[config.mk]
export PLATFORM = sky130hd
export DESIGN_NAME = mem_ctrl_fsm
export DESIGN_NICKNAME = d
export VERILOG_FILES = /design/src/rtl/mem_ctrl_pkg.sv /design/src/rtl/mem_ctrl_fsm_timeout_ctr.sv /design/src/rtl/mem_ctrl_fsm.sv
export SDC_FILE = /design/constraint.sdc
export NUM_CORES = 1
export LEC_CHECK = 0
export ABC_AREA = 1
export ABC_CLOCK_PERIOD_IN_PS = 1500
export CAP_MARGIN = 20
export CORE_MARGIN = 5
export CORE_UTILIZATION = 40
export DETAILED_ROUTE_END_ITERATION = 8
export GPL_ROUTABILITY_DRIVEN = 0
export HOLD_SLACK_MARGIN = 0.15
export PLACE_DENSITY_LB_ADDON = 0.15
export RECOVER_POWER = 100
export SYNTH_ARGS = -nofsm -noshare
export SYNTH_HDL_FRONTEND = slang
export SYNTH_SLANG_ARGS = --single-unit
[constraint.sdc]
create_clock -name clk -period 1.5 [get_ports clk]
set_input_delay 0.3 -clock clk [delete_from_list [all_inputs] [get_ports clk]]
set_output_delay 0.3 -clock clk [all_outputs]
set_load 0.05 [all_outputs]
[src/rtl/mem_ctrl_pkg.sv]
// Shared constants and types for the memory-access controller.
package mem_ctrl_pkg;

    localparam int unsigned OPC_W = 4;

    localparam logic [OPC_W-1:0] OP_LDR = 4'b1001;
    localparam logic [OPC_W-1:0] OP_STR = 4'b1010;

    typedef enum logic [1:0] {
        ST_IDLE = 2'd0,
        ST_REQ  = 2'd1,
        ST_DONE = 2'd2,
        ST_ERR  = 2'd3
    } state_e;

    function automatic logic is_mem_op(input logic [OPC_W-1:0] op);
        return (op == OP_LDR) || (op == OP_STR);
    endfunction

endpackage

[src/rtl/mem_ctrl_fsm_timeout_ctr.sv]
// Wait-cycle counter for RAM requests; flags the last allowed cycle.
module mem_timeout_ctr #(
    parameter int unsigned TIMEOUT = 16
) (
    input  logic clk,
    input  logic rst,
    input  logic clear,
    input  logic enable,
    output logic tc_c
);

    localparam int unsigned CNT_W = (TIMEOUT > 2) ? $clog2(TIMEOUT) : 1;

    logic [CNT_W-1:0] count_q;

    always_ff @(posedge clk) begin
        if (rst || clear) begin
            count_q <= '0;
        end else if (enable) begin
            count_q <= count_q + CNT_W'(1);
        end
    end

    assign tc_c = (count_q == CNT_W'(TIMEOUT - 1));

endmodule

[src/rtl/mem_ctrl_fsm.sv]
// Sequences a single LDR/STR RAM access or an ALU writeback per instruction.
module mem_ctrl_fsm
    import mem_ctrl_pkg::*;
#(
    parameter int unsigned DATA_W  = 32,
    parameter int unsigned ADDR_W  = 16,
    parameter int unsigned PC_W    = 8,
    parameter int unsigned TIMEOUT = 16
) (
    input  logic              clk,
    input  logic              rst,
    input  logic              start,
    input  logic [OPC_W-1:0]  opcode,
    input  logic [DATA_W-1:0] src1,
    input  logic [DATA_W-1:0] src2,
    input  logic [DATA_W-1:0] alu_result,
    input  logic [PC_W-1:0]   pc,
    input  logic [DATA_W-1:0] ram_rdata,
    input  logic              ram_ready,
    output logic              ram_en,
    output logic              ram_rw,
    output logic [ADDR_W-1:0] addr,
    output logic [DATA_W-1:0] ram_wdata,
    output logic [DATA_W-1:0] wb_data,
    output logic              wb_en,
    output logic              busy,
    output logic              done,
    output logic              err
);

    state_e            state_q;
    state_e            state_d;
    logic [OPC_W-1:0]  op_q;
    logic [ADDR_W-1:0] addr_q;
    logic              ctr_clr;
    logic              ctr_en;
    logic              ctr_tc;
    logic              unused_src1;

    // Only the low ADDR_W bits of src1 form the address.
    assign unused_src1 = ^src1;

    always_ff @(posedge clk) begin
        if (rst) begin
            state_q <= ST_IDLE;
        end else begin
            state_q <= state_d;
        end
    end

    // Next-state and state-decoded outputs; ready beats the timeout.
    always_comb begin
        state_d = state_q;
        ram_en  = 1'b0;
        ram_rw  = 1'b0;
        addr    = ADDR_W'(pc);
        busy    = 1'b1;
        done    = 1'b0;
        err     = 1'b0;
        wb_en   = 1'b0;
        ctr_clr = 1'b0;
        ctr_en  = 1'b0;
        case (state_q)
            ST_IDLE: begin
                busy    = 1'b0;
                ctr_clr = 1'b1;
                if (start) begin
                    state_d = is_mem_op(opcode) ? ST_REQ : ST_DONE;
                end
            end
            ST_REQ: begin
                ram_en = 1'b1;
                ram_rw = (op_q == OP_STR);
                addr   = addr_q;
                ctr_en = ~ram_ready;
                if (ram_ready) begin
                    state_d = ST_DONE;
                end else if (ctr_tc) begin
                    state_d = ST_ERR;
                end
            end
            ST_DONE: begin
                done    = 1'b1;
                wb_en   = (op_q != OP_STR);
                state_d = ST_IDLE;
            end
            ST_ERR: begin
                done    = 1'b1;
                err     = 1'b1;
                state_d = ST_IDLE;
            end
            default: begin
                state_d = ST_IDLE;
            end
        endcase
    end

    // Instruction latch and writeback register.
    always_ff @(posedge clk) begin
        if (rst) begin
            op_q      <= '0;
            addr_q    <= '0;
            ram_wdata <= '0;
            wb_data   <= '0;
        end else if (state_q == ST_IDLE && start) begin
            op_q <= opcode;
            if (is_mem_op(opcode)) begin
                addr_q    <= src1[ADDR_W-1:0];
                ram_wdata <= src2;
            end else begin
                wb_data <= alu_result;
            end
        end else if (state_q == ST_REQ && ram_ready && op_q == OP_LDR) begin
            wb_data <= ram_rdata;
        end
    end

    mem_timeout_ctr #(
        .TIMEOUT(TIMEOUT)
    ) u_timeout_ctr (
        .clk   (clk),
        .rst   (rst),
        .clear (ctr_clr),
        .enable(ctr_en),
        .tc_c  (ctr_tc)
    );

endmodule

======== Word level (Yosys, flattened, before mapping) ========
Index checks and enable logic that the tools add are counted.
word-level totals
  register bits ........................... 90
  output and inout bits ................... 86
  word-level logic and storage cells ...... 48
  input bits .............................. 144
operators by class
  reduce and logical (&&, ||, !) cells .... 11
  $add $sub $neg .......................... 1
  equality and inequality tests ........... 12
  muxes and demuxes ....................... 17
  bitwise logic cells ..................... 1
operators by type and width
  cell                                                             number
  32-bit two-way mux                                               3
  4-bit == test, second input constant                             5
  16-bit two-way mux                                               1
  1-bit two-way mux                                                8
  2-bit two-way mux                                                4
  2-bit one-hot mux with 3 select lines                            1
  2-bit AND reduction                                              3
  4-bit by 1-bit adder with 4-bit output, second input constant    1
  2-bit == test, second input constant                             2
  2-bit inequality test, second input constant                     2
  4-bit inequality test, second input constant                     1
  1-bit logical AND                                                3
  3-bit inequality test, second input constant                     1
  2-bit by 1-bit == test with 1-bit output, second input constant  1
  2-bit logical NOT                                                1
  1-bit logical OR                                                 2
  2-bit nonzero test                                               1
  2-bit OR reduction                                               1
  1-bit NOT                                                        1

======== Longest topological paths before layout ========
Gate-level depths: netlist of the first run.
  depth after elaboration ................. 5
  mapped depth ............................ 9
  mapped depth without buffers ............ 7

======== Hierarchy ========
A second synthesis of the first run with hierarchy kept.
unflattened totals
  cell total of the unflattened synthesis .. 739
  area total of the unflattened synthesis .. 4496.8 sq um
modules (own cells, without submodules)
  module           cells an instance  instances  seq. area each (sq um)  area an instance (sq um)
  mem_ctrl_fsm     715                1          1721.7                  4320.4
  mem_timeout_ctr  24                 1          80.1                    176.4

======== Worst setup path before layout of the first run ========
No wires, ideal clock.
  path kind ............................... register to output
  start point ............................. register state_q[1]
  end point ............................... output ram_rw
  stages on the path, launching flop included .. 5
  arrival time ............................ 2.148 ns
  buffers on the path ..................... 1
  path slack .............................. -0.948 ns
  path through ............................ dfxtp_1 > inv_1 > nand2_1 > buf_2 > nor4_1
on the way
  cells in the longest elaborated chain, start to end .. 2
ends and longest elaborated chain
  element                                   RTL line            text
  start, declared                           mem_ctrl_fsm.sv:31  state_e state_q;
  start signal, assigned                    mem_ctrl_fsm.sv:47  state_q <= state_d;
  2-bit by 1-bit == test with 1-bit output  mem_ctrl_fsm.sv:63  case (state_q)
  1-bit two-way mux                         mem_ctrl_fsm.sv:63
  end, declared                             mem_ctrl_fsm.sv:21  output logic ram_rw,
No other way between the ends.

======== Worst setup path after layout of the first run ========
  start point ............................. register state_q[1]
  end point ............................... output addr[2]
on the way
  cells in the longest elaborated chain, start to end .. 2
ends and longest elaborated chain
  element                                   RTL line            text
  2-bit by 1-bit == test with 1-bit output  mem_ctrl_fsm.sv:63
  16-bit two-way mux                        mem_ctrl_fsm.sv:63
  end, declared                             mem_ctrl_fsm.sv:22  output logic [ADDR_W-1:0] addr,
No other way between the ends.

==> reports/results.ini, run 1 <==
[placement]
post-place-ws_ns = -0.406
portBuffers = 213
hpwl_um = 10800
placedCellCount = 1079
postPlaceCellArea_um2 = 7710

[power_and_ir_drop]
p_clk_frac = 0.301
cellPowerDensity_nw_per_um2 = 985
ir_worst_vdd_mv = 0.625
combinationalPowerShare = 0.361
p_leak_nw = 3.87
p_seq_frac = 0.338
switching_share = 0.350
p_sw_mw = 2.77
intPower_mw = 5.14

[routing]
drc = 0
vias = 5532
antenna_left = 0
drt-total-wl_um = 18000
drt-initial-drc-count = 464
dr.pass1.iters = 5
via_per_inst = 4.91
wl_per_cell_um = 16.0

[final_layout]
fin_cells = 1127
final_common_cell = nand2_1
n_antenna_cell = 0
regArea_um2 = 1810
layout-drive-gt1-share = 0.249
final_cell_mix = nand2_1 (206), nor2_1 (137), clkdlybuf4s50_1 (127)
multi_input_area_um2 = 2400
fillers = 758
finalNetCount = 1127
postLayoutCellArea_um2 = 8040
syn_to_final_growth_pct = 77.9

[global_routing]
globalRouteOverflowTotal = 0
grt_pass1_wl_um = 24100
grt_max_degree = 43
grtUsageTotal = 0.224
grt_pass1_vias = 5168
grt_antenna_before_repair = 0

[clocking]
cts.sinks = 90
root_buffer = clkbuf_16
holdBufCountCts = 0
cts_tree = yes
numCtsBuffers = 9
clkTransAtPathRegs_ns = 0.06
insertion_delay_ns = 0.34
cts_max_path_buffers = 2
htreeDepth = 3

[yosys]
seq_area_frac_synth = 0.399
synth_seq_cells = 90
synth_fp_nets = 887
synth_top_area_frac = 0.399
yosys_warnings = 0
syn_area_um2 = 4520
syn_avg_cell_area_um2 = 6.09
synth_cell_types = 22
post-synth-top-area-cell = dfxtp_1
yosys-top-cells-area = dfxtp_1 (40%), nand2_1 (19%), nor2_1 (12%), inv_1 (8.5%), nand3_1 (7.4%)
postSynthCellCount = 742

[setup_path]
crit_fanout = 9
cp-end-kind = output pin
crit_required_ns = 1.20
critPathKind = reg -> out
arrival_ns = 1.42
worstSetupStartpointType = flip-flop

[timing]
layout_setup_ws_ns = -0.217
max_slew_margin = 0.779
setup_violations = 67
tns_ns = -5.64
period_needed_ns = 1.72
drv_slew = 0
fmax_mhz = 582
holdWs_ns = 0.485
fin_crit_sh = 1.14
rsz0062_at_grt = yes
worstMarginPinSlew_ns = 0.331
finalHoldViolations = 0
skew_ns = 0.00732

[die]
core.rowCount = 38
core-area_um2 = 10900
die_x_um = 116
start_util = 0.413
fp.dieH_um = 116
io_pins = 230
die-area_um2 = 13500

[worst_hold_path]
hold_path.class = reg -> reg

[run]
cap_violations = 0

[run_status]
violations = setup timing
run_status = finished, violations left

## synth_stat cells
library cell    n
a21oi_1        40
buf_1           4
buf_2          16
buf_4           1
buf_6           8
clkbuf_1       16
clkinv_1        1
dfxtp_1        90
ha_1            1
inv_1         102
inv_4           1
nand2_1       234
nand2_2         2
nand2_4         1
nand3_1        67
nand3b_1        1
nor2_1        146
nor2_2          1
nor2_4          1
nor3_1          3
nor4_1          1
o21ai_0         5
## stage by stage
| step | total power [mW] | util |
|---|---|---|
| floorplan | 4.17 | - |
| global placement | 5.48 | 0.705 |
| detailed placement | 5.53 | 0.705 |
| CTS | 8.10 | 0.770 |
| global route | 8.27 | 0.735 |
| finish | 7.91 | 0.735 |
## final timing paths
kind	from	endpoint	slack (ns)	cells after the start
worst max-delay path	state_q[1]$_SDFFE_PP0P_	addr[2]	-0.22	7
worst min-delay path	addr_q[11]$_SDFFE_PP0P_	addr_q[11]$_SDFFE_PP0P_	0.49	2
worst max register to register	state_q[1]$_SDFFE_PP0P_	ram_wdata[3]$_SDFFE_PP0P_	-0.14	9
worst min register to register	addr_q[11]$_SDFFE_PP0P_	addr_q[11]$_SDFFE_PP0P_	0.49	2
## kinds of logic after synthesis
logic type / share of synthesized area
AO/OA/AOI/OAI: 0.0499
adder cells (fa/ha/maj): 0.00277
buffers and inverters: 0.143
flip-flops: 0.399
AND/OR/NAND/NOR: 0.406
## area by class of cell
type,instances,share of cell area
Clock buffer,11,0.0314
Timing Repair Buffer,274,0.365
Tap cell,140,0.0218
Clock inverter,5,0.00763
Sequential cell,90,0.225
Inverter,104,0.0508
Multi-Input combinational cell,503,0.299
## layer usage
| layer | vias up | share of wire | GRT usage |
|---|---|---|---|
| met4 | 0 | 0.031 | 0.0804 |
| li1 | 2707 | - | - |
| met2 | 253 | 0.51 | 0.403 |
| met5 | - | 0 | 0 |
| met3 | 54 | 0.088 | 0.0642 |
| met1 | 2518 | 0.37 | 0.252 |
## worst max-delay path, stage by stage, from the launching register on
cell      delay (ns)
dfxtp_2         0.35
inv_2           0.06
nand2_4         0.11
buf_12          0.15
clkinv_8        0.08
nand2_1         0.10
nand2_2         0.07
buf_6           0.15
## state kept, by name (all words and copies together), names as in the netlist
signal and flops:
op_q 4, u_timeout_ctr.count_q 4, wb_data 32, state_q 2, ram_wdata 32, addr_q 16
## power by group through the flow
stage	clock network [mW]	logic [mW]	registers (mW)
5_1_grt	2.52	3.06	2.69
4_1_cts	2.39	2.96	2.75
6_report	2.38	2.86	2.68
2_1_floorplan	0	0.965	3.20
3_3_place_gp	0	2.69	2.78
3_5_place_dp	0	2.73	2.80
## timing repair
action	4_1_cts	5_1_grt
cloned	5	14
gates resized for setup	57	72
hold endpoints to repair	0	0
setup buffers	9	7
pin swaps	10	17
setup endpoints to repair	58	105
Power figures use the tool's default switching activity.
==> inputs of run 2 (changes only) <==
--- a/config.mk
+++ b/config.mk
@@ -13,3 +13,2 @@
 export DETAILED_ROUTE_END_ITERATION = 8
-export GPL_ROUTABILITY_DRIVEN = 0
 export HOLD_SLACK_MARGIN = 0.15
==> constraint.sdc (replaced) <==
create_clock -name clk -period 1.5 [get_ports clk]
set_input_delay 0.225 -clock clk [delete_from_list [all_inputs] [get_ports clk]]
set_output_delay 0.225 -clock clk [all_outputs]
set_load 0.05 [all_outputs]
==> run 2 against run 1 <==
The run still ends with setup timing left. Fmax increased by 7.3%. Clock skew fell by 0.0011 ns. Core utilization is 2.6 points lower. First-iteration DRC count decreased by 17%. Power is 3.7% higher. Register-to-register slack better by 0.14 ns. Clock power up 23%. Worst hold slack got worse by 0.027 ns. Wire length decreased by 13%. Largest cell class unchanged. Largest power group is now clock.
==> reports/results.ini, run 2 (same netlist as run 1, synthesis figures left out) <==
[run_status]
run_status = finished, violations left
violations = setup timing

[final_layout]
postLayoutCellArea_um2 = 7750
final_cell_mix = nand2_1 (191), nor2_1 (142), clkdlybuf4s50_1 (127)
final_common_cell = nand2_1
layout-drive-gt1-share = 0.227
n_antenna_cell = 0
fillers = 876
top_regs = ram_wdata: 32 flops, wb_data: 32 flops, addr_q: 16 flops
finalNetCount = 1115
multi_input_area_um2 = 2300
syn_to_final_growth_pct = 71.6
regArea_um2 = 1810

[clocking]
root_buffer = clkbuf_16
numCtsBuffers = 9
cts_max_path_buffers = 2
clkTransAtPathRegs_ns = 0.07
cts_tree = yes
htreeDepth = 3
insertion_delay_ns = 0.34
holdBufCountCts = 0
cts.sinks = 90

[power_and_ir_drop]
p_clk_frac = 0.357
power.total_mw = 8.20
combinationalPowerShare = 0.316
cellPowerDensity_nw_per_um2 = 1060
intPower_mw = 5.61
p_sw_mw = 2.60
p_seq_frac = 0.326
switching_share = 0.317
ir_worst_vdd_mv = 0.695
p_leak_nw = 3.80

[placement]
place_congestion = 0.836
portBuffers = 213
hpwl_um = 10200
postPlaceCellArea_um2 = 6900

[routing]
drt-total-wl_um = 15600
drc = 0
antenna_left = 0
dr.pass1.iters = 4
via_per_inst = 4.71
drt-initial-drc-count = 386
vias = 5253
wl_per_cell_um = 14.0

[setup_path]
crit_fanout = 8
crit_required_ns = 1.27
arrival_ns = 1.37
critPathKind = reg -> out
worstSetupStartpointType = flip-flop
cp-end-kind = output pin

[die]
fp.dieH_um = 116
start_util = 0.413
io_pins = 230
die-area_um2 = 13500
core-area_um2 = 10900
die_x_um = 116
core.rowCount = 38

[global_routing]
grt_pass1_vias = 4833
grt_max_degree = 65
grtUsageTotal = 0.205
globalRouteOverflowTotal = 0
grt_pass1_wl_um = 22400
grt_antenna_before_repair = 0

[timing]
setup_violations = 19
rsz0062_at_grt = yes
period_needed_ns = 1.60
max_slew_margin = 0.774
finalHoldViolations = 0
fin_crit_sh = 1.07
fmax_mhz = 625
drv_slew = 0
skew_ns = 0.00620
layout_setup_ws_ns = -0.0993
worstMarginPinSlew_ns = 0.339

[worst_hold_path]
hold_path.class = in -> reg

[run]
cap_violations = 0

-- run 2: power by group through the flow --
| stage | sequential, mW | combinational, mW | clock, mW |
|---|---|---|---|
| 2_1_floorplan | 3.20 | 0.959 | 0 |
| 3_3_place_gp | 2.72 | 2.36 | 0 |
| 3_5_place_dp | 2.73 | 2.39 | 0 |
| 4_1_cts | 2.68 | 2.56 | 2.96 |
| 5_1_grt | 2.70 | 2.80 | 3.10 |
| 6_report | 2.68 | 2.60 | 2.93 |
-- run 2: per-stage QoR --
step           hold WS, ns  setup WS (ns)   util  std cells  TNS, ns
6_report             0.458        -0.0993  0.709       1115   -0.980
5_1_grt              0.482         -0.140  0.709       1115    -4.30
4_1_cts              0.453         -0.112  0.689       1101    -1.29
3_5_place_dp         0.449         -0.368  0.631       1077   -23.03
3_3_place_gp         0.445         -0.270  0.631       1077   -18.19
2_1_floorplan        0.302         -0.237      -        742    -1.91
-- run 2: worst max-delay path, stage by stage, from the launching register on --
cell     delay, ns
dfxtp_2       0.33
inv_2         0.07
nand2_4       0.08
buf_16        0.15
nor4_4        0.21
buf_12        0.18
-- run 2: per-layer routing --
layer,GRT usage,wire length (um)
met4,0.0580,295
met3,0.0554,1510
met2,0.353,7870
met1,0.251,5960
met5,0,0
-- run 2: repair_timing --
action / in CTS / in global routing
hold endpoints to repair: 0 / 0
gates cloned: 3 / 10
setup endpoints to repair: 22 / 86
resized for setup: 38 / 57
pin swaps: 8 / 7
buffers inserted: 5 / 6
-- run 2: cell type report --
class                   instances  share of cell area
multi-input cells             503               0.297
inverters                     104              0.0523
flip-flops and latches         90               0.233
clock inverters                 7              0.0212
well taps                     140              0.0226
repair buffers                262               0.345
clock buffers                   9              0.0291
-- run 2: path summary, 6_finish.rpt --
check | from | to | slack (ns) | cells past startpoint
setup / recovery | state_q[1]$_SDFFE_PP0P_ | ram_rw | -0.1 | 5
hold / removal | opcode[3] | op_q[3]$_SDFFE_PP0P_ | 0.46 | 3
setup reg to reg | state_q[1]$_SDFFE_PP0P_ | ram_wdata[25]$_SDFFE_PP0P_ | 0 | 9
hold reg to reg | op_q[2]$_SDFFE_PP0P_ | op_q[2]$_SDFFE_PP0P_ | 0.47 | 2
==> inputs of run 3 (changes only) <==
Settings changed: ABC_CLOCK_PERIOD_IN_PS 1500 to 1810.
Clock period 1.5 ns to 1.81 ns, I/O delays scaled along.
==> run 3 against run 2 <==
The run now ends clean. Wire length down 16%. Final area down 10%. Largest cell class unchanged. Core utilization fell by 7.3 points. Worst hold slack improved by 0.019 ns. Power shrank 28%. Non-clock buffer count decreased by 26. Flip-flop and latch count unchanged. Worst setup slack gained 0.14 ns. Clock power down 36%. Via count is 5.9% lower. Global-route usage fell by 1.2 points. Clock skew shrank 0.0023 ns.
==> reports/results.ini, run 3 (same netlist as run 1, synthesis figures left out) <==
[run_status]
run_status = finished clean

[routing]
drt-total-wl_um = 13100
vias = 4943
via_per_inst = 4.54
antenna_left = 0
dr.pass1.iters = 4
drc = 0
wl_per_cell_um = 12.0
drt-initial-drc-count = 255

[die]
io_pins = 230
core.rowCount = 38
die-area_um2 = 13500
die_x_um = 116
fp.dieH_um = 116
start_util = 0.413
core-area_um2 = 10900

[global_routing]
grt_max_degree = 65
grt_pass1_wl_um = 20800
grt_pass1_vias = 4632
globalRouteOverflowTotal = 0
grtUsageTotal = 0.192
grt_antenna_before_repair = 1

[placement]
place_congestion = 0.814
hpwl_um = 10100
post-place-ws_ns = 0.0156
portBuffers = 213

[run]
cap_violations = 0

[setup_path]
crit_required_ns = 1.54
reg2reg_setup_slack_ns = 0.18
crit_path_cell_trace = clkdlybuf4s50_1
path_delay_family = buffers and inverters
endpoint = wb_data[28]
crit_fanout = 2
reg2reg_to = ram_wdata[29]$_SDFFE_PP0P_
rr_worst_depth = 7
arrival_ns = 1.50
critPathKind = reg -> out
worstReg2RegStart = state_q[1]$_SDFFE_PP0P_
cp-end-kind = output pin
slowest_stage = clkdlybuf4s50_1
max_stage_delay_ns = 0.82
cp_num_buf_inv = 1
cp-startpoint = wb_data[28]$_SDFFE_PP0P_
worstSetupStartpointType = flip-flop
crit_cells = 1

[final_layout]
final_common_cell = nand2_1
top_regs = ram_wdata: 32 flops, wb_data: 32 flops, addr_q: 16 flops
layout-drive-gt1-share = 0.0707
final_cell_mix = nand2_1 (233), clkdlybuf4s50_1 (166), nor2_1 (147)
finalNetCount = 1089
syn_to_final_growth_pct = 53.9
post-route-util = 0.635
fillers = 1020
regArea_um2 = 1800
multi_input_area_um2 = 2080

[power_and_ir_drop]
p_leak_nw = 3.30
cellPowerDensity_nw_per_um2 = 853
ir_worst_vdd_mv = 0.435

[clocking]
cts_max_path_buffers = 2
numCtsBuffers = 9
root_buffer = clkbuf_16
insertion_delay_ns = 0.34
cts.sinks = 90
htreeDepth = 3
postCtsSetupBuffers = 0
holdBufCountCts = 0
cts_tree = yes
clkTransAtPathRegs_ns = 0.06

[timing]
setup_violations = 0
holdWs_ns = 0.477
skew_ns = 0.00393
tns_ns = 0
worstMarginPinSlew_ns = 0.703
layout_setup_ws_ns = 0.0362
period_needed_ns = 1.77
fmax_mhz = 564
max_slew_margin = 0.533
drv_slew = 0
finalHoldViolations = 0
fin_crit_sh = 0.980

[worst_hold_path]
hold_path.class = reg -> reg

-- run 3: cell types whose count changed in the layout (fill, tap and decap cells not counted), sizes merged --
| cell | change |
|---|---|
| diode | +1 |
| bufbuf | -1 |
| buf | -31 |
| clkdlybuf4s50 | +39 |
| clkbuf | -32 |
| clkinvlp | +1 |
| dlygate4sd3 | +1 |
| bufinv | -4 |
-- run 3: worst min-delay path by stage --
stage / start / to / slack (ns) / cells past startpoint
2_1_floorplan: rst / state_q[1]$_SDFFE_PP0P_ / 0.35 / 1
3_3_place_gp: op_q[2]$_SDFFE_PP0P_ / op_q[2]$_SDFFE_PP0P_ / 0.44 / 2
3_5_place_dp: op_q[2]$_SDFFE_PP0P_ / op_q[2]$_SDFFE_PP0P_ / 0.47 / 2
4_1_cts: op_q[2]$_SDFFE_PP0P_ / op_q[2]$_SDFFE_PP0P_ / 0.48 / 2
5_1_grt: addr_q[3]$_SDFFE_PP0P_ / addr_q[3]$_SDFFE_PP0P_ / 0.51 / 2
6_report: op_q[2]$_SDFFE_PP0P_ / op_q[2]$_SDFFE_PP0P_ / 0.48 / 2
-- run 3: stage by stage --
stage | total power [mW] | area (um^2) | instances
CTS | 6.06 | 7140 | 1088
floorplan | 3.43 | 4520 | 742
detailed placement | 4.16 | 6830 | 1073
finish | 5.93 | 6950 | 1089
global placement | 4.13 | 6830 | 1073
global route | 6.26 | 6950 | 1089
-- run 3: layout make-up --
| cell class | instances | area share |
|---|---|---|
| multi-input cells | 503 | 0.299 |
| clock inverters | 4 | 0.00738 |
| clock buffers | 11 | 0.0364 |
| flip-flops and latches | 90 | 0.260 |
| diodes | 1 | 0.000360 |
| repair buffers | 236 | 0.315 |
| inverters | 104 | 0.0569 |
| well taps | 140 | 0.0252 |
-- run 3: repair_timing --
item | 4_1_cts | 5_1_grt
gates cloned | 0 | 0
setup endpoints to repair | 18 | 22
resized for setup | 2 | 10
-- run 3: per-layer routing --
layer	vias up	GRT usage	part of all wire
met3	28	0.0570	0.092
li1	2619	-	-
met2	185	0.324	0.46
met1	2111	0.221	0.42
met5	-	0	0
met4	0	0.0974	0.030
-- run 3: power by group --
group,switching [mW],total [mW],internal [mW]
Sequential,0.0805,2.21,2.13
Clock,0.739,1.88,1.14
Combinational,1.14,1.84,0.698
Total,1.96,5.93,3.97
